**config.mk**
```make
export PLATFORM = sky130hd
export DESIGN_NAME = mem_arbiter
export DESIGN_NICKNAME = d
export VERILOG_FILES = /design/src/rtl/mem_arbiter.sv
export SDC_FILE = /design/constraint.sdc
export NUM_CORES = 1
export LEC_CHECK = 0
export BUFFER_PORTS_ARGS = -buffer_cell sky130_fd_sc_hd__clkbuf_2
export CAP_MARGIN = 30
export CORE_AREA = 2 2 144 146
export DETAILED_ROUTE_END_ITERATION = 7
export DIE_AREA = 0 0 146 148
export SYNTH_ARGS = -nofsm -noshare
export SYNTH_HDL_FRONTEND = slang
export SYNTH_SLANG_ARGS = --single-unit
export TNS_END_PERCENT = 100
```
**constraint.sdc**
```tcl
create_clock -name clk -period 4.2 [get_ports clk]
set_clock_uncertainty 0.1 [all_clocks]
set_input_delay 0.21 -clock clk [delete_from_list [all_inputs] [get_ports clk]]
set_output_delay 0.21 -clock clk [all_outputs]
set_load 0.02 [all_outputs]
```
**src/rtl/mem_arbiter.sv**
```systemverilog
// mem_arbiter: shares one single-port memory between a read-only fetch port
// and a data load/store port.
// Ports:
//   clk, rst                     clock, synchronous active-high reset
//   if_req/if_addr/if_gnt        fetch request, word address, same-cycle grant
//   if_flush                     drop the fetch response due this cycle
//   if_rvalid/if_rdata           fetch response, one cycle after grant
//   d_req/d_we/d_addr/d_wdata    data request (d_we == 0 means read)
//   d_gnt, d_rvalid/d_rdata      data grant and response (write ack or read data)
//   mem_addr/mem_wdata/mem_we/mem_re  memory drive for the winning request
//   mem_rdata                    memory read data, valid one cycle after mem_re
module mem_arbiter #(
  parameter int unsigned ADDR_WIDTH   = 10,
  parameter int unsigned WIDTH        = 64,
  parameter int unsigned STARVE_LIMIT = 4
) (
  input  logic                    clk,
  input  logic                    rst,
  input  logic                    if_req,
  input  logic [ADDR_WIDTH-1:0]   if_addr,
  output logic                    if_gnt,
  input  logic                    if_flush,
  output logic                    if_rvalid,
  output logic [WIDTH-1:0]        if_rdata,
  input  logic                    d_req,
  input  logic [WIDTH/8-1:0]      d_we,
  input  logic [ADDR_WIDTH-1:0]   d_addr,
  input  logic [WIDTH-1:0]        d_wdata,
  output logic                    d_gnt,
  output logic                    d_rvalid,
  output logic [WIDTH-1:0]        d_rdata,
  output logic [ADDR_WIDTH-1:0]   mem_addr,
  output logic [WIDTH-1:0]        mem_wdata,
  output logic [WIDTH/8-1:0]      mem_we,
  output logic                    mem_re,
  input  logic [WIDTH-1:0]        mem_rdata
);

  localparam int unsigned BE_W  = WIDTH / 8;
  localparam int unsigned CNT_W = $clog2(STARVE_LIMIT + 1);

  typedef enum logic [1:0] {
    OWN_NONE = 2'd0,
    OWN_IF   = 2'd1,
    OWN_D    = 2'd2
  } owner_e;

  owner_e                  owner_q, owner_d;
  logic [CNT_W-1:0]        cnt_q, cnt_d;
  logic [ADDR_WIDTH-1:0]   addr_q, addr_d;
  logic [WIDTH-1:0]        wdata_q, wdata_d;

  logic d_win, if_win, d_write, fetch_starved;

  // Arbitration: data wins unless fetch has been denied STARVE_LIMIT times.
  always_comb begin
    fetch_starved = (cnt_q >= CNT_W'(STARVE_LIMIT));
    d_write       = (d_we != '0);
    d_win         = !rst && d_req && (!if_req || !fetch_starved);
    if_win        = !rst && if_req && !d_win;
  end

  // State register.
  always_ff @(posedge clk) begin
    if (rst) begin
      owner_q <= OWN_NONE;
      cnt_q   <= '0;
      addr_q  <= '0;
      wdata_q <= '0;
    end else begin
      owner_q <= owner_d;
      cnt_q   <= cnt_d;
      addr_q  <= addr_d;
      wdata_q <= wdata_d;
    end
  end

  // Next state: response owner, starvation count, held memory address/data.
  always_comb begin
    owner_d = OWN_NONE;
    cnt_d   = '0;
    addr_d  = mem_addr;
    wdata_d = mem_wdata;
    if (d_win) begin
      owner_d = OWN_D;
    end else if (if_win) begin
      owner_d = OWN_IF;
    end
    // Count only cycles where fetch is asking and losing; saturate at the limit.
    if (if_req && !if_win) begin
      cnt_d = fetch_starved ? cnt_q : cnt_q + CNT_W'(1);
    end
  end

  // Outputs: memory drive for the winner, responses routed by owner.
  always_comb begin
    if_gnt    = if_win;
    d_gnt     = d_win;
    mem_re    = if_win || (d_win && !d_write);
    mem_we    = d_win ? d_we : BE_W'(0);
    mem_addr  = addr_q;
    mem_wdata = wdata_q;
    if (rst) begin
      mem_addr  = '0;
      mem_wdata = '0;
    end else if (d_win) begin
      mem_addr = d_addr;
      if (d_write) begin
        mem_wdata = d_wdata;
      end
    end else if (if_win) begin
      mem_addr = if_addr;
    end
    // A flush only cancels the fetch response that is landing this cycle.
    if_rvalid = !rst && (owner_q == OWN_IF) && !if_flush;
    d_rvalid  = !rst && (owner_q == OWN_D);
    if_rdata  = rst ? '0 : mem_rdata;
    d_rdata   = rst ? '0 : mem_rdata;
  end

endmodule

```
==> results.txt <==
The run finished with clean final reports. The switching power share of the total came out at 0.304. The number of antenna-violating nets in the routed design came out at 0. IR analysis of the VDD net gives a maximum drop of about 0.16 mV. The area enclosed by the die boundary is between 20000 and 25000 um2.

The global-route wire length before repair is 24900 um. The number of slew-limit violations in the final report came to 0. The maximum level of the CTS H-tree is 3. The path category of the worst min-delay check is in -> reg. The total setup violations reported at the end of the flow is 0. The post-synthesis cell type count came out at 25. The source of the critical timing path is rst. Measured along the x axis, the die boundary spans about 150 um.

In this run, synthesis produced a sequential element count of 79. The total length of routed wires came out at roughly 17000 um. The Yosys warning count is 0. The source of the worst register-to-register timing path is cnt_q[2].

Setup repair after global routing left no endpoint under its margin. After detailed routing, the number of vias per cell comes to ~4.2. In the synthesized netlist, the number of instances is roughly 590. The number of primary I/O pins is around 380. The critical path is of the in -> out type.

The initial antenna violation count came out at 3. The DRC violations left is 0. The arrival time of the worst setup path is around 2.8 ns.

The starting density of the core came out at 0.216. The count of input and output buffers came out at 375. The final critical-path share of the clock period is 0.730. The met1 wire length came out at 6690 um. Along the worst path, the maximum fanout reaches around 120.

The via count of the first global-routing pass came out at roughly 4300. The net count of the finished layout is 1051. The core area came out at about 20000 um2. The cell count of the worst reg-to-reg path is 6. The post-CTS clock slew at the launch and capture registers of the worst setup and hold paths came out at around 0.060 ns. The routed wire length on met2 is around 8900 um. The longest clock path from root to sink contains 2 buffers. The total setup buffers inserted after CTS is 0.

At the end of routability-driven placement, the weighted congestion stood at 0.790. The share of total power dissipated in the clock network is 0.414. The placed wire-length estimate is between 10000 and 15000 um. Setup total negative slack on the finished layout was measured at 0 ns. The CTS sink count came out at 79. The clock period could shrink to approximately 3 ns. In this run the static leakage power is between 3 and 4 nW. The total of fill cells in the finished design came out at approximately 2200. The share of synthesized area occupied by flip-flops and latches came out at 0.366. The nature of the critical path startpoint is a primary input. The first detailed-routing pass ran for 4 iterations. The number of standard-cell rows in the floorplan is 52.

The highest clock frequency the design can meet is between 0.3 and 0.4 GHz. The detailed router placed just under 5000 vias in this run. The number of buffers added by the clock tree synthesis step is 9. The hold violation total from the final report is 0. The transition time at the pin with the least slew margin came out at 0.844 ns. The hold path startpoint is d_wdata[34].

Clock latency on the worst-skew pair, taken at its later pin, is roughly 0.34 ns. For this run, the total global-route usage over all layers was measured as 0.150. The cell total after placement is 1135. The per-cell routed wire length came out at between 10 and 15 um. In this run the power spent charging and discharging nets is around 680 uW. The number of nets produced by synthesis is roughly 760. The aggregate global routing overflow is 0.

The tree is rooted in a sky130_fd_sc_hd__clkbuf_16. The reported max-cap violation count is 0. Wire segments on met3 add up to roughly 1400 um in the final route. The area of the mapped netlist is roughly 4300 um2. The worst setup path is captured at an output port. A synthesized cell averages ~7.3 um2.

The sequential cell fraction of total power is 0.354. From synthesis to final layout, the design area changed by 47.7%. The number of stages on the worst hold path came out at 3.

In this run the power density over the cells is 351 nW/um2. Measured along the y axis, the die boundary spans roughly 150 um. The number of standard cells in the layout, taps in and fillers out came out at ~1200. The fraction of layout instances using a drive strength above 1 is 0.446. The maximum number of pins on one net before global-route repair came out at 122. The detailed router used layers up to and including met5. STA puts the critical path data required time at ~3.9 ns. The worst pin sits at a relative slew slack of 0.438. Cell internal power was estimated by the tool at roughly 1.6 mW.

The violation count after the first detailed-routing iteration is 112. The combinational group share of total power is 0.232. The clock tree from TritonCTS is yes.
## power by group through the flow
stage / clock (mW) / combinational (mW) / sequential [mW]
CTS: 0.971 / 0.527 / 0.794
finish: 0.930 / 0.520 / 0.794
detailed placement: 0 / 0.515 / 0.811
global placement: 0 / 0.510 / 0.811
global route: 0.996 / 0.563 / 0.797
floorplan: 0 / 0.346 / 0.809
## sequential cells by signal, summed over array words and instances (netlist names)
signal / cells
wdata_q: 64
addr_q: 10
cnt_q: 3
owner_q: 2
## cells in the final DEF, fill, tap and decap left out, types with 3 or more instances in the layout
master                          count
sky130_fd_sc_hd__o21ai_0           21
sky130_fd_sc_hd__a31oi_1            5
sky130_fd_sc_hd__clkbuf_16          9
sky130_fd_sc_hd__buf_4              3
sky130_fd_sc_hd__a21oi_1          131
sky130_fd_sc_hd__mux2i_1            9
sky130_fd_sc_hd__bufinv_16          3
sky130_fd_sc_hd__dlygate4sd3_1     12
sky130_fd_sc_hd__clkbuf_2         374
sky130_fd_sc_hd__nand2_1          139
sky130_fd_sc_hd__inv_1              5
sky130_fd_sc_hd__nor2_1             6
sky130_fd_sc_hd__dfxtp_1           79
sky130_fd_sc_hd__and2_1             3
sky130_fd_sc_hd__nor2b_1           65
sky130_fd_sc_hd__and3_1             8
## routing by layer
metal | vias to the layer above | global-route usage
li1 | 2484 | -
met1 | 2145 | 0.164
met2 | 206 | 0.279
met3 | 15 | 0.0512
met4 | 4 | 0.0359
met5 | - | 0
## area by class of cell
class / instances / area [um2] / share of cell area
Timing Repair Buffer: 392 / 2070 / 0.325
Multi-Input combinational cell: 401 / 2030 / 0.317
Sequential cell: 79 / 1580 / 0.248
Tap cell: 270 / 338 / 0.0529
Clock buffer: 10 / 229 / 0.0358
Clock inverter: 6 / 118 / 0.0184
Inverter: 5 / 18.8 / 0.00294
Antenna cell: 1 / 2.50 / 0.000392
## worst max-delay path: stages
cell	delay [ns]
sky130_fd_sc_hd__buf_6	0.27
sky130_fd_sc_hd__nor2b_1	0.68
sky130_fd_sc_hd__o211a_2	0.76
sky130_fd_sc_hd__buf_12	0.29
sky130_fd_sc_hd__nand2_1	0.10
sky130_fd_sc_hd__a21oi_1	0.16
sky130_fd_sc_hd__clkbuf_2	0.20
## through the flow
step | hold slack, ns | power (mW) | area (um2) | setup WS [ns] | util
after detailed placement | 0.335 | 1.33 | 5920 | 1.04 | 0.295
after global placement | 0.328 | 1.32 | 5890 | 1.00 | 0.294
after CTS | 0.000616 | 2.29 | 6390 | 1.04 | 0.319
after global routing | 0.00982 | 2.36 | 6390 | 0.857 | 0.319
after floorplan | 0.232 | 1.16 | 4330 | 2.12 | -
final | 0.0177 | 2.24 | 6390 | 1.13 | 0.319
## cell families after synthesis
logic type,count (synthesis),share of synthesized area
AO/OA/AOI/OAI,159,0.190
flip-flops,79,0.366
AND/OR/NAND/NOR,231,0.252
buffers and inverters,112,0.165
multiplexers,9,0.0208
adder cells (fa/ha/maj),2,0.00578
## cell usage after synthesis (all sizes together)
master / n / area (um2)
nor3b: 2 / 15.0
ha: 2 / 25.0
o211ai: 1 / 21.3
and3: 8 / 50.1
dfxtp: 79 / 1580
a21oi: 131 / 656
nor4b: 1 / 8.76
nor2b: 65 / 407
nor2: 6 / 22.5
nand2: 139 / 522
a31oi: 5 / 31.3
or2: 1 / 6.26
and2: 3 / 18.8
nand2b: 2 / 12.5
or4: 2 / 15.0
inv: 5 / 18.8
o211a: 1 / 10.0
o21ai: 21 / 105
nor3: 1 / 5.00
nand3b: 1 / 7.51
buf: 78 / 588
mux2i: 9 / 90.1
clkbuf: 29 / 109
## what timing repair did
item                                   CTS  global route
resized for setup                        0             0
hold buffers                            12             0
endpoints found under the hold margin   12             0
## final timing paths
kind / slack, ns / endpoint
worst min-delay path: 0.02 / wdata_q[34]
worst min register to register: 0.36 / wdata_q[46]
worst max-delay path: 1.13 / mem_wdata[9]
worst max register to register: 1.88 / wdata_q[24]
Note: power is estimated with default switching activity, not from simulation.
